<file path="config.mk">
export PLATFORM = sky130hd
export DESIGN_NAME = ucsbece154a_fetch
export DESIGN_NICKNAME = d
export VERILOG_FILES = /design/src/rtl/ucsbece154a_fetch_pkg.sv /design/src/rtl/ucsbece154a_ibuf.sv /design/src/rtl/ucsbece154a_fetch.sv
export SDC_FILE = /design/constraint.sdc
export NUM_CORES = 1
export LEC_CHECK = 0
export CORE_UTILIZATION = 40
export DETAILED_ROUTE_END_ITERATION = 10
export PLACE_DENSITY_LB_ADDON = 0.12
export SLEW_MARGIN = 20
export SYNTH_ARGS = -nofsm -noshare
export SYNTH_HDL_FRONTEND = slang
export SYNTH_HIERARCHICAL = 1
export SYNTH_SLANG_ARGS = --single-unit
</file>
<file path="constraint.sdc">
create_clock -name clk -period 29.2 [get_ports clk]
set_input_delay 4.38 -clock clk [delete_from_list [all_inputs] [get_ports clk]]
set_output_delay 4.38 -clock clk [all_outputs]
set_load 0.005 [all_outputs]
</file>
<file path="src/rtl/ucsbece154a_fetch_pkg.sv">
// Shared constants and types for the instruction fetch stage.
// Field positions match the RV32I base encoding consumed by the controller.
package ucsbece154a_fetch_pkg;

  localparam int OP_LSB   = 0;
  localparam int OP_MSB   = 6;
  localparam int F3_LSB   = 12;
  localparam int F3_MSB   = 14;
  localparam int F7B5_BIT = 30;

  localparam logic [31:0] RESET_PC_DEFAULT = 32'h0000_0000;

  typedef struct packed {
    logic [31:0] pc;
    logic [31:0] instr;
  } fetch_entry_t;

  function automatic logic [31:0] word_align(input logic [31:0] addr);
    return {addr[31:2], 2'b00};
  endfunction

endpackage

</file>
<file path="src/rtl/ucsbece154a_ibuf.sv">
// Small synchronous FIFO with flush; DEPTH must be a power of two so the
// pointers wrap naturally.
module ucsbece154a_ibuf #(
  parameter int WIDTH = 64,
  parameter int DEPTH = 2
) (
  input  logic                     clk,
  input  logic                     reset,
  input  logic                     push,
  input  logic [WIDTH-1:0]         push_data,
  input  logic                     pop,
  input  logic                     flush,
  output logic [WIDTH-1:0]         head,
  output logic [$clog2(DEPTH):0]   count,
  output logic                     full,
  output logic                     empty
);

  localparam int AW = $clog2(DEPTH);
  localparam int CW = AW + 1;

  logic [WIDTH-1:0] mem [DEPTH];
  logic [AW-1:0]    rd_ptr;
  logic [AW-1:0]    wr_ptr;
  logic             do_push;
  logic             do_pop;

  assign empty   = (count == '0);
  assign full    = (count == CW'(DEPTH));
  assign do_pop  = pop & ~empty;
  assign do_push = push & (~full | do_pop);
  assign head    = mem[rd_ptr];

  always_ff @(posedge clk) begin
    if (reset || flush) begin
      rd_ptr <= '0;
      wr_ptr <= '0;
      count  <= '0;
    end else begin
      if (do_push) wr_ptr <= wr_ptr + 1'b1;
      if (do_pop)  rd_ptr <= rd_ptr + 1'b1;
      count <= count + CW'(do_push) - CW'(do_pop);
    end
  end

  // Storage is data-only; validity is tracked entirely by count.
  always_ff @(posedge clk) begin
    if (!reset && !flush && do_push) mem[wr_ptr] <= push_data;
  end

endmodule

</file>
<file path="src/rtl/ucsbece154a_fetch.sv">
// Instruction fetch stage: issues word requests to a variable-latency,
// in-order instruction memory and buffers responses for the controller.
module ucsbece154a_fetch
  import ucsbece154a_fetch_pkg::*;
#(
  parameter logic [31:0] RESET_PC = RESET_PC_DEFAULT,
  parameter int          DEPTH    = 2
) (
  input  logic        clk,
  input  logic        reset,
  output logic        imem_req_o,
  output logic [31:0] imem_addr_o,
  input  logic        imem_gnt_i,
  input  logic        imem_rvalid_i,
  input  logic [31:0] imem_rdata_i,
  output logic        instr_valid_o,
  input  logic        instr_ready_i,
  output logic [31:0] instr_o,
  output logic [31:0] pc_o,
  output logic [31:0] pcplus4_o,
  output logic [6:0]  op_o,
  output logic [2:0]  funct3_o,
  output logic        funct7b5_o,
  input  logic        redirect_i,
  input  logic [31:0] redirect_target_i
);

  localparam int CW = $clog2(DEPTH) + 1;

  logic [31:0]  fetch_pc;
  logic [CW-1:0] outstanding;
  logic [CW-1:0] drop;
  logic [CW-1:0] count;
  logic [CW-1:0] tag_count;
  logic          buf_full;
  logic          buf_empty;
  logic          tag_full;
  logic          tag_empty;
  logic [31:0]   tag_head;
  fetch_entry_t  buf_head;
  fetch_entry_t  buf_push_data;
  fetch_entry_t  last_head;
  logic          pop;
  logic          push;
  logic          grant;
  logic [31:0]   inflight;
  logic          unused_status;

  assign pop      = instr_valid_o & instr_ready_i;
  assign push     = imem_rvalid_i & (drop == '0) & ~redirect_i;
  assign inflight = 32'(count) + 32'(outstanding) - 32'(pop);

  assign imem_req_o  = ~reset & ~redirect_i & (inflight < 32'(DEPTH));
  assign imem_addr_o = fetch_pc;
  assign grant       = imem_req_o & imem_gnt_i;

  assign buf_push_data = '{pc: tag_head, instr: imem_rdata_i};
  assign unused_status = ^{tag_count, tag_full, tag_empty, buf_full};

  // PC of every granted request, popped as its response is accepted.
  ucsbece154a_ibuf #(.WIDTH(32), .DEPTH(DEPTH)) u_tag (
    .clk       (clk),
    .reset     (reset),
    .push      (grant),
    .push_data (fetch_pc),
    .pop       (push),
    .flush     (redirect_i),
    .head      (tag_head),
    .count     (tag_count),
    .full      (tag_full),
    .empty     (tag_empty)
  );

  ucsbece154a_ibuf #(.WIDTH($bits(fetch_entry_t)), .DEPTH(DEPTH)) u_buf (
    .clk       (clk),
    .reset     (reset),
    .push      (push),
    .push_data (buf_push_data),
    .pop       (pop),
    .flush     (redirect_i),
    .head      (buf_head),
    .count     (count),
    .full      (buf_full),
    .empty     (buf_empty)
  );

  assign instr_valid_o = ~buf_empty;
  assign instr_o       = instr_valid_o ? buf_head.instr : last_head.instr;
  assign pc_o          = instr_valid_o ? buf_head.pc    : last_head.pc;
  assign pcplus4_o     = pc_o + 32'd4;
  assign op_o          = instr_o[OP_MSB:OP_LSB];
  assign funct3_o      = instr_o[F3_MSB:F3_LSB];
  assign funct7b5_o    = instr_o[F7B5_BIT];

  // On redirect, responses still in flight are counted into drop so they
  // are discarded when they eventually arrive.
  always_ff @(posedge clk) begin
    if (reset) begin
      fetch_pc    <= RESET_PC;
      outstanding <= '0;
      drop        <= '0;
      last_head   <= '0;
    end else begin
      if (instr_valid_o) last_head <= buf_head;
      if (redirect_i)
        fetch_pc <= word_align(redirect_target_i);
      else if (grant)
        fetch_pc <= fetch_pc + 32'd4;
      outstanding <= outstanding + CW'(grant) - CW'(imem_rvalid_i);
      if (redirect_i)
        drop <= outstanding - CW'(imem_rvalid_i);
      else if (imem_rvalid_i && drop != '0)
        drop <= drop - 1'b1;
    end
  end

`ifdef SIM
  always_ff @(posedge clk) begin
    if (!reset && imem_rvalid_i && outstanding == '0)
      $error("ucsbece154a_fetch: rvalid with no outstanding request");
  end
`endif

endmodule

</file>
==> results of run 1 <==
layer usage:
metal | up-vias | wire (um) | track usage (%)
met3 | 33 | 1620 | 3.81
met1 | 3904 | 13900 | 24.5
met5 | - | 0 | 0
met2 | 225 | 12100 | 27.1
met4 | 0 | 394 | 3.90
li1 | 3973 | - | -
tightest hold or removal path: cells and delay by family, from the launching register on:
family	cells	cell delay, ns
flops	1	0.32
mux	1	0.06
simple gates	1	0.06
state kept, by name, summed over array words and instances (netlist names), named ones only:
register      count
drop              2
imem_addr_o      30
last_head        64
outstanding       2
u_buf/count       2
u_buf/mem       128
u_buf/rd_ptr      1
u_buf/wr_ptr      1
u_tag/count       2
u_tag/mem        64
u_tag/rd_ptr      1
u_tag/wr_ptr      1
path summary, 6_finish.rpt:
| path | startpoint | endpoint | slack, ns | cells after the start |
|---|---|---|---|---|
| max reg2reg | u_buf/count[1] | u_tag/mem[1][31] | 24.00 | 12 |
| min | u_buf/wr_ptr | u_buf/wr_ptr | 0.48 | 2 |
| max | instr_ready_i | imem_req_o | 17.63 | 8 |
| min reg2reg | u_buf/wr_ptr | u_buf/wr_ptr | 0.48 | 2 |
metrics by stage:
stage | setup slack, ns | instances | area, sq um | hold slack [ns]
2_1_floorplan | 16.51 | 989 | 12800 | 0.442
3_3_place_gp | 17.56 | 1551 | 15200 | 0.455
3_5_place_dp | 17.66 | 1551 | 15200 | 0.465
4_1_cts | 17.60 | 1610 | 16300 | 0.480
5_1_grt | 17.43 | 1610 | 16300 | 0.522
6_report | 17.63 | 1610 | 16300 | 0.483
where the power goes:
| part | internal [uW] | switching [uW] | total (uW) |
|---|---|---|---|
| clock | 268 | 164 | 432 |
| combinational | 28.3 | 25.1 | 53.3 |
| sequential | 457 | 8.08 | 465 |
layout make-up:
| type | instances | area (sq um) |
|---|---|---|
| clock buffers | 46 | 968 |
| inverters | 49 | 184 |
| repair buffers | 217 | 2140 |
| fillers | 2764 | 15200 |
| multi-input cells | 583 | 4430 |
| flip-flops and latches | 300 | 7930 |
| clock inverters | 13 | 169 |
| well taps | 402 | 503 |
cell usage in the layout (no fill, tap or decap), drive strengths merged, types with 7 or more instances in the layout:
cell and count:
edfxtp 192, nand2 42, xnor2 36, nor2 72, a31oi 9, buf 12
ha 11, a21oi 19, nor4 9, clkinv 8, nand3 23, mux2i 28
clkbuf 46, nor3 10, nand4 20, dfxtp 108, inv 50, clkdlybuf4s50 205
xor2 12, or3 9, and3 13, o21ai 14, mux2 131, a211oi 18
nor2b 39, nand2b 7
==> flow_summary_export.csv, run 1 <==
group,metric,value,unit
min_path,hp-class,"reg2reg",
sta,fmax,86.4,MHz
worst_setup_path,crit_path_max_fanout,5,
worst_setup_path,cp_num_buf_inv,2,
clocking,htreeDepth,2,
outcome,status,"finished clean",
floorplanning,die_x,181,um
floorplanning,die_h,181,um
clocking,postCtsHoldBufs,0,
job,cap_violations,0,
layout,syn2layout_area_growth,27.6,%
worst_setup_path,path_delay_family,"buffers and inverters",
sta,drv_slew,0,
route,viasPerCell,5.05,
layout,layout-drive-gt1-share,16.6,%
worst_setup_path,cp.arrival,7.19,ns
power_and_ir_drop,p_leak,0.00596,uW
global_routing,grt_pass1_vias,8266,
synth,synth.avg_cell_area,13.0,sq um
route,drc,0,
sta,final.period_utilization,39.6,%
power_and_ir_drop,powerDensity,58.2,nW/um^2
power_and_ir_drop,irDropWorstVdd,0.0000362,V
sta,tightest_slew,1.00,ns
place,dp_hpwl,17.7,mm
place,globalplace.congestion,0.772,
floorplanning,rows,65,
clocking,cts_resized,0,
layout,layout.nets,1267,
global_routing,grt_pass1_wl,45.1,mm
route,wl_per_cell,17.4,um
global_routing,grt_max_degree,74,
sta,rsz0062_at_grt,"false",
clocking,clk_pin_slew_worst_paths,0.06,ns
worst_setup_path,start_kind,"input pin",
clocking,cts_tree,"done",
clocking,numCtsBuffers,34,
worst_setup_path,cp.required,24.82,ns
sta,fin_tns_setup,0,ns
global_routing,grt_usage,17.3,%
synth,syn-instance-count,984,
clocking,ctsRootBufferMaster,"clkbuf_16",
route,drt_iter0_markers,343,
place,io_buffers,206,
worst_setup_path,criticalPathCategory,"in2out",
floorplanning,dieArea,32700,sq um
sta,setup_viol,0,
floorplanning,core_area,31600,sq um
synth,yosys_warnings,6,
route,routed_wl,28.0,mm
worst_setup_path,worstSetupEndpointType,"output port",
sta,skew,0.0142,ns
worst_setup_path,path_cells,"clkdlybuf4s50_1, nor2b_1, ha_1, nor2_1, fa_1, or3_4, a211oi_1, clkdlybuf4s50_1",
sta,relSlewSlack,33.2,%
sta,hold_viol,0,
layout,utilization,51.8,%
clocking,cts_setup_buffers,0,
global_routing,grt.overflow.total,0,
sta,post-route-min-period,11.57,ns
synth,syn-cell-area,12800,sq um
route,vias,8135,
worst_setup_path,crit_top_cell,"clkdlybuf4s50_1",
clocking,clkLatencyLatePin,0.50,ns
route,detail-route-antenna-nets,0,
power_and_ir_drop,total_power,951,uW
worst_setup_path,cpPeakStageDelay,0.55,ns
clocking,clock-sinks,300,
layout,antenna_cells,0,
worst_setup_path,crit_slowest_cell,"clkdlybuf4s50_1",
route,first_pass_iters,4,
global_routing,antenna_found_initial,0,
floorplanning,initial_utilization,40.6,%
clocking,clk_path_buf_depth,3,
floorplanning,ios,211,
(Power assumes the default switching activity.)
==> run 2: changes to the inputs <==
Clock period 29.2 ns to 11.4 ns, I/O delays scaled along.
==> flow_summary_export.csv, run 2 (synthesis gave the netlist of run 1 again) <==
group,metric,value,unit
layout,utilization,51.9,%
power_and_ir_drop,powerDensity,150,nW/um^2
layout,antenna_cells,0,
sta,post-route-min-period,6.73,ns
layout,largest_reg_flops,128,
floorplanning,dieArea,32700,sq um
worst_setup_path,timing.rr.start,"u_buf/count[1]",
worst_setup_path,criticalPathCategory,"reg2out",
sta,fin_tns_setup,0,ns
sta,fmax,149,MHz
sta,final.period_utilization,59.0,%
power_and_ir_drop,irDropWorstVdd,0.0000804,V
min_path,min_from,"u_buf/wr_ptr",
global_routing,grt_usage,17.1,%
clocking,cts_setup_buffers,0,
sta,setup_viol,0,
sta,hold_viol,0,
worst_setup_path,cp.arrival,5.02,ns
route,vias,8097,
worst_setup_path,start_kind,"flop",
layout,seqCellArea,7930,sq um
outcome,status,"finished clean",
layout,final_cell_mix,"205 x clkdlybuf4s50_1, 192 x edfxtp_1, 129 x mux2_2",
worst_setup_path,crit_path_max_fanout,57,
route,wl_per_cell,17.0,um
layout,final_common_cell,"clkdlybuf4s50_1",
route,viasPerCell,5.02,
place,dp_hpwl,17.7,mm
floorplanning,core_area,31600,sq um
sta,drv_slew,0,
route,drt_iter0_markers,337,
sta,tightest_slew,0.981,ns
clocking,cts_resized,0,
route,first_pass_iters,7,
job,cap_violations,0,
layout,largest-register,"u_buf/mem",
clocking,cts_tree,"done",
sta,relSlewSlack,34.5,%
layout,fillers,2753,
clocking,htreeDepth,2,
sta,skew,0.0212,ns
global_routing,grt_pass1_wl,44.2,mm
worst_setup_path,cp.required,9.69,ns
floorplanning,initial_utilization,40.6,%
place,io_buffers,206,
clocking,ctsRootBufferMaster,"clkbuf_16",
sta,rsz0062_at_grt,"false",
place,globalplace.congestion,0.770,
clocking,clock-sinks,300,
layout,layout-drive-gt1-share,17.2,%
floorplanning,die_h,181,um
min_path,hp-class,"reg2reg",
floorplanning,rows,65,
route,drc,0,
clocking,postCtsHoldBufs,0,
floorplanning,die_x,181,um
floorplanning,ios,211,
route,detail-route-antenna-nets,0,
worst_setup_path,startpoint,"u_buf/count[1]",
global_routing,grt_pass1_vias,8053,
layout,reg_top3,"u_buf/mem (128), last_head (64), u_tag/mem (64)",
clocking,numCtsBuffers,34,
global_routing,grt.overflow.total,0,
power_and_ir_drop,p_leak,0.00597,uW
global_routing,antenna_found_initial,0,
global_routing,grt_max_degree,67,
worst_setup_path,worstSetupEndpointType,"output port",
clocking,clk_pin_slew_worst_paths,0.05,ns
layout,syn2layout_area_growth,27.9,%
layout,multiInputGateArea,4430,sq um
power_and_ir_drop,total_power,2450,uW
clocking,clk_path_buf_depth,3,
clocking,clkLatencyLatePin,0.52,ns
layout,layout.nets,1267,
route,routed_wl,27.5,mm
==> run 2: cell types whose count changed in the layout (fill, tap and decap cells not counted), sizes merged <==
cell	change
bufinv	+1
clkbuf	-6
clkinv	+6
clkinvlp	+2
==> run 2: final timing paths <==
path	cells past startpoint	slack (ns)	end
worst min-delay path	2	0.48	u_buf/wr_ptr
worst max register to register	12	6.69	u_tag/mem[1][5]
worst max-delay path	11	4.67	pcplus4_o[20]
worst min register to register	2	0.48	u_buf/wr_ptr
==> run 2: layout make-up <==
class                      instances  share of cell area [%]
sequential                       300                    48.5
multi-input combinational        583                    27.1
timing repair buffer             217                    13.1
clock buffer                      40                    5.52
tap                              402                    3.07
clock inverter                    22                    1.62
inverter                          49                    1.12
==> run 2: where the power goes <==
part | internal, uW | total (uW) | switching, uW
Clock | 686 | 1120 | 434
Combinational | 72.5 | 136 | 63.5
Sequential | 1170 | 1190 | 20.2
Total | 1930 | 2450 | 517
==> run 2: layer usage <==
metal  track usage [%]  share of wire [%]
met1              24.5                 48
met2              26.1                 43
met3              3.67                7.0
met4              4.55                2.0
met5                 0                  0
==> run 2: per-stage QoR <==
step	cell area, sq um	hold WS (ns)	setup WS (ns)	instances
detailed placement	15200	0.470	5.01	1551
CTS	16400	0.483	4.45	1613
global placement	15200	0.455	5.01	1551
global route	16400	0.498	4.27	1613
floorplan	12800	0.442	1.38	989
finish	16400	0.483	4.67	1613
==> run 2: worst max-delay path: stages, from the launching register on <==
cell	delay (ns)
dfxtp_1	0.39
nor2_4	0.78
buf_4	0.75
mux2i_1	0.26
inv_1	0.13
ha_1	0.28
nand2_1	0.08
o22ai_1	0.26
nand4_1	0.44
nor3b_1	0.38
xnor2_1	0.15
clkdlybuf4s50_1	0.58
==> RTL edit, RTL diff (flow settings as in run 2) <==
Register the input `redirect_target_i` before use, with the module's reset. The logic sees it one clock later. The other inputs are not delayed to match.
--- a/src/rtl/ucsbece154a_fetch.sv
+++ b/src/rtl/ucsbece154a_fetch.sv
@@ -27,4 +27,14 @@
 
   localparam int CW = $clog2(DEPTH) + 1;
+
+  logic [31:0] redirect_target_q;
+
+  always_ff @(posedge clk) begin
+    if (reset) begin
+      redirect_target_q <= '0;
+    end else begin
+      redirect_target_q <= redirect_target_i;
+    end
+  end
 
   logic [31:0]  fetch_pc;
@@ -104,5 +114,5 @@
       if (instr_valid_o) last_head <= buf_head;
       if (redirect_i)
-        fetch_pc <= word_align(redirect_target_i);
+        fetch_pc <= word_align(redirect_target_q);
       else if (grant)
         fetch_pc <= fetch_pc + 32'd4;
Formal check against the unedited RTL: not equivalent (Yosys sat finds a counterexample within 4 cycles, from zero or initial values and one cycle with reset high).
==> RTL edit against run 2 <==
  * Routed wire length increased by 4.6%
  * Power increased by 1.7%
  * Area after synthesis increased by 6.0%
  * Cell area increased by 4.3%
  * Non-clock buffer count increased by 2
  * Via count increased by 2.2%
  * Sequential cell count increased by 30
  * Utilization decreased by 0.84 points
  * Setup slack improved by 0.28 ns
  * Global-route usage decreased by 0.64 points
  * Synthesized cell count increased by 4.3%
  * Largest power group unchanged
==> RTL edit: results (changes against run 2) <==
Top Registers: u_buf/mem: 128 flops, last_head: 64 flops, u_tag/mem: 64 flops (unchanged)
Number of levels the H-tree was split into: 2 (unchanged)
Largest net degree at the start of global routing: 67 (unchanged)
Number of standard cells in the final layout excluding fillers: 1,702 (was 1,613)
DR iter-0 viols: 359 (was 337)
Number of buffers inserted to repair setup after CTS: 0 (unchanged)
Clock-pin slew of the registers on the worst-case setup and hold paths: 0.05 ns (about the same)
Total leakage power: 6.16 nW (was 5.97 nW)
DR pass1 iterations: 4 (was 7)
Number of buffers created by CTS: 37 (was 34)
IR drop worst, VDD: 0.0903 mV (was 0.0804 mV)
Max Root-Sink Buffers: 3 (unchanged)
Nets@finish: 1,310 (was 1,267)
Clock latency on the worst-skew pair: 0.50 ns (was 0.52 ns)
Start point of the critical path: u_buf/count[1] (unchanged)
Total instance count after detailed placement: 1,637 (was 1,551)
Worst min-delay path startpoint: redirect_target_q[21] (was u_buf/wr_ptr)
Number of warning messages in the yosys log: 6 (unchanged)
Status: finished clean (unchanged)
Sum of routed wire length over all layers: 28.7 mm (was 27.5 mm)
DP HPWL: 18.7 mm (was 17.7 mm)
Top fanout value on the critical path: 49 (was 57)
Worst setup skew after layout: 0.00817 ns (was 0.0212 ns)
Port bufs: 206 (unchanged)
DP Area: 16,000 µm² (was 15,200 µm²)
GRT Util Overall: 16.5% (was 17.1%)
Fraction of final layout cells with drive strength greater than 1: 16.6% (was 17.2%)
Weighted congestion at the end of routability-driven global placement: 0.780 (was 0.770)
Ant. Diodes: 0 (unchanged)
Clock root buffer master: clkbuf_16 (unchanged)
Via count of the first global-routing pass: 7,880 (was 8,053)
Path category of the worst min-delay check: flop to flop (unchanged)
Resize count post-CTS: 0 (unchanged)
Critical Path AT: 4.74 ns (was 5.02 ns)
Max transition margin: 36.7% (was 34.5%)
Initial antenna violation count: 0 (unchanged)
Post-DR vias/cell: 4.86 (was 5.02)
Synthesized area per cell: 13.2 µm² (was 13.0 µm²)
Launching point of the worst reg2reg path: u_buf/count[1] (unchanged)
Pre-CTS setup slack: 5.35 ns (was 5.01 ns)
Wire length of the first global-routing pass: 44.1 mm (was 44.2 mm)
[RTL edit: path summary, 6_finish.rpt]
| kind | endpoint | slack (ns) | depth (start not counted) |
|---|---|---|---|
| setup / recovery | pcplus4_o[26] | 4.95 | 12 |
| hold reg to reg | imem_addr_o[21] | 0.46 | 2 |
| setup reg to reg | u_tag/mem[1][3] | 7.00 | 13 |
| hold / removal | imem_addr_o[21] | 0.46 | 2 |
[RTL edit: routing by layer]
metal	track usage [%]	routed length (µm)	part of all wire, %
met2	24.2	11900	41
met3	4.21	2110	7.3
met4	5.44	676	2.4
met5	0	0	0
met1	23.6	14100	49
[RTL edit: worst max-delay path, cell delays in order (launching register included)]
cell,delay [ns]
dfxtp_1,0.39
nor2_4,0.13
buf_4,0.47
buf_4,0.63
mux2i_1,0.22
inv_1,0.11
ha_1,0.21
inv_1,0.07
a211oi_2,0.48
nand4_1,0.34
a2111oi_2,0.46
xnor2_1,0.16
clkdlybuf4s50_1,0.52
[RTL edit: area by class of cell]
class | count | area, µm²
Multi-Input combinational cell | 599 | 4620
Timing Repair Buffer | 219 | 2160
Tap cell | 448 | 561
Clock inverter | 6 | 27.5
Fill cell | 2879 | 16400
Sequential cell | 330 | 8530
Inverter | 41 | 154
Clock buffer | 59 | 1020
[RTL edit: where the power goes]
group          switching (mW)  internal, mW  leakage, nW
clock                   0.436         0.609        0.498
sequential             0.0200          1.28         2.86
combinational          0.0671        0.0745         2.80
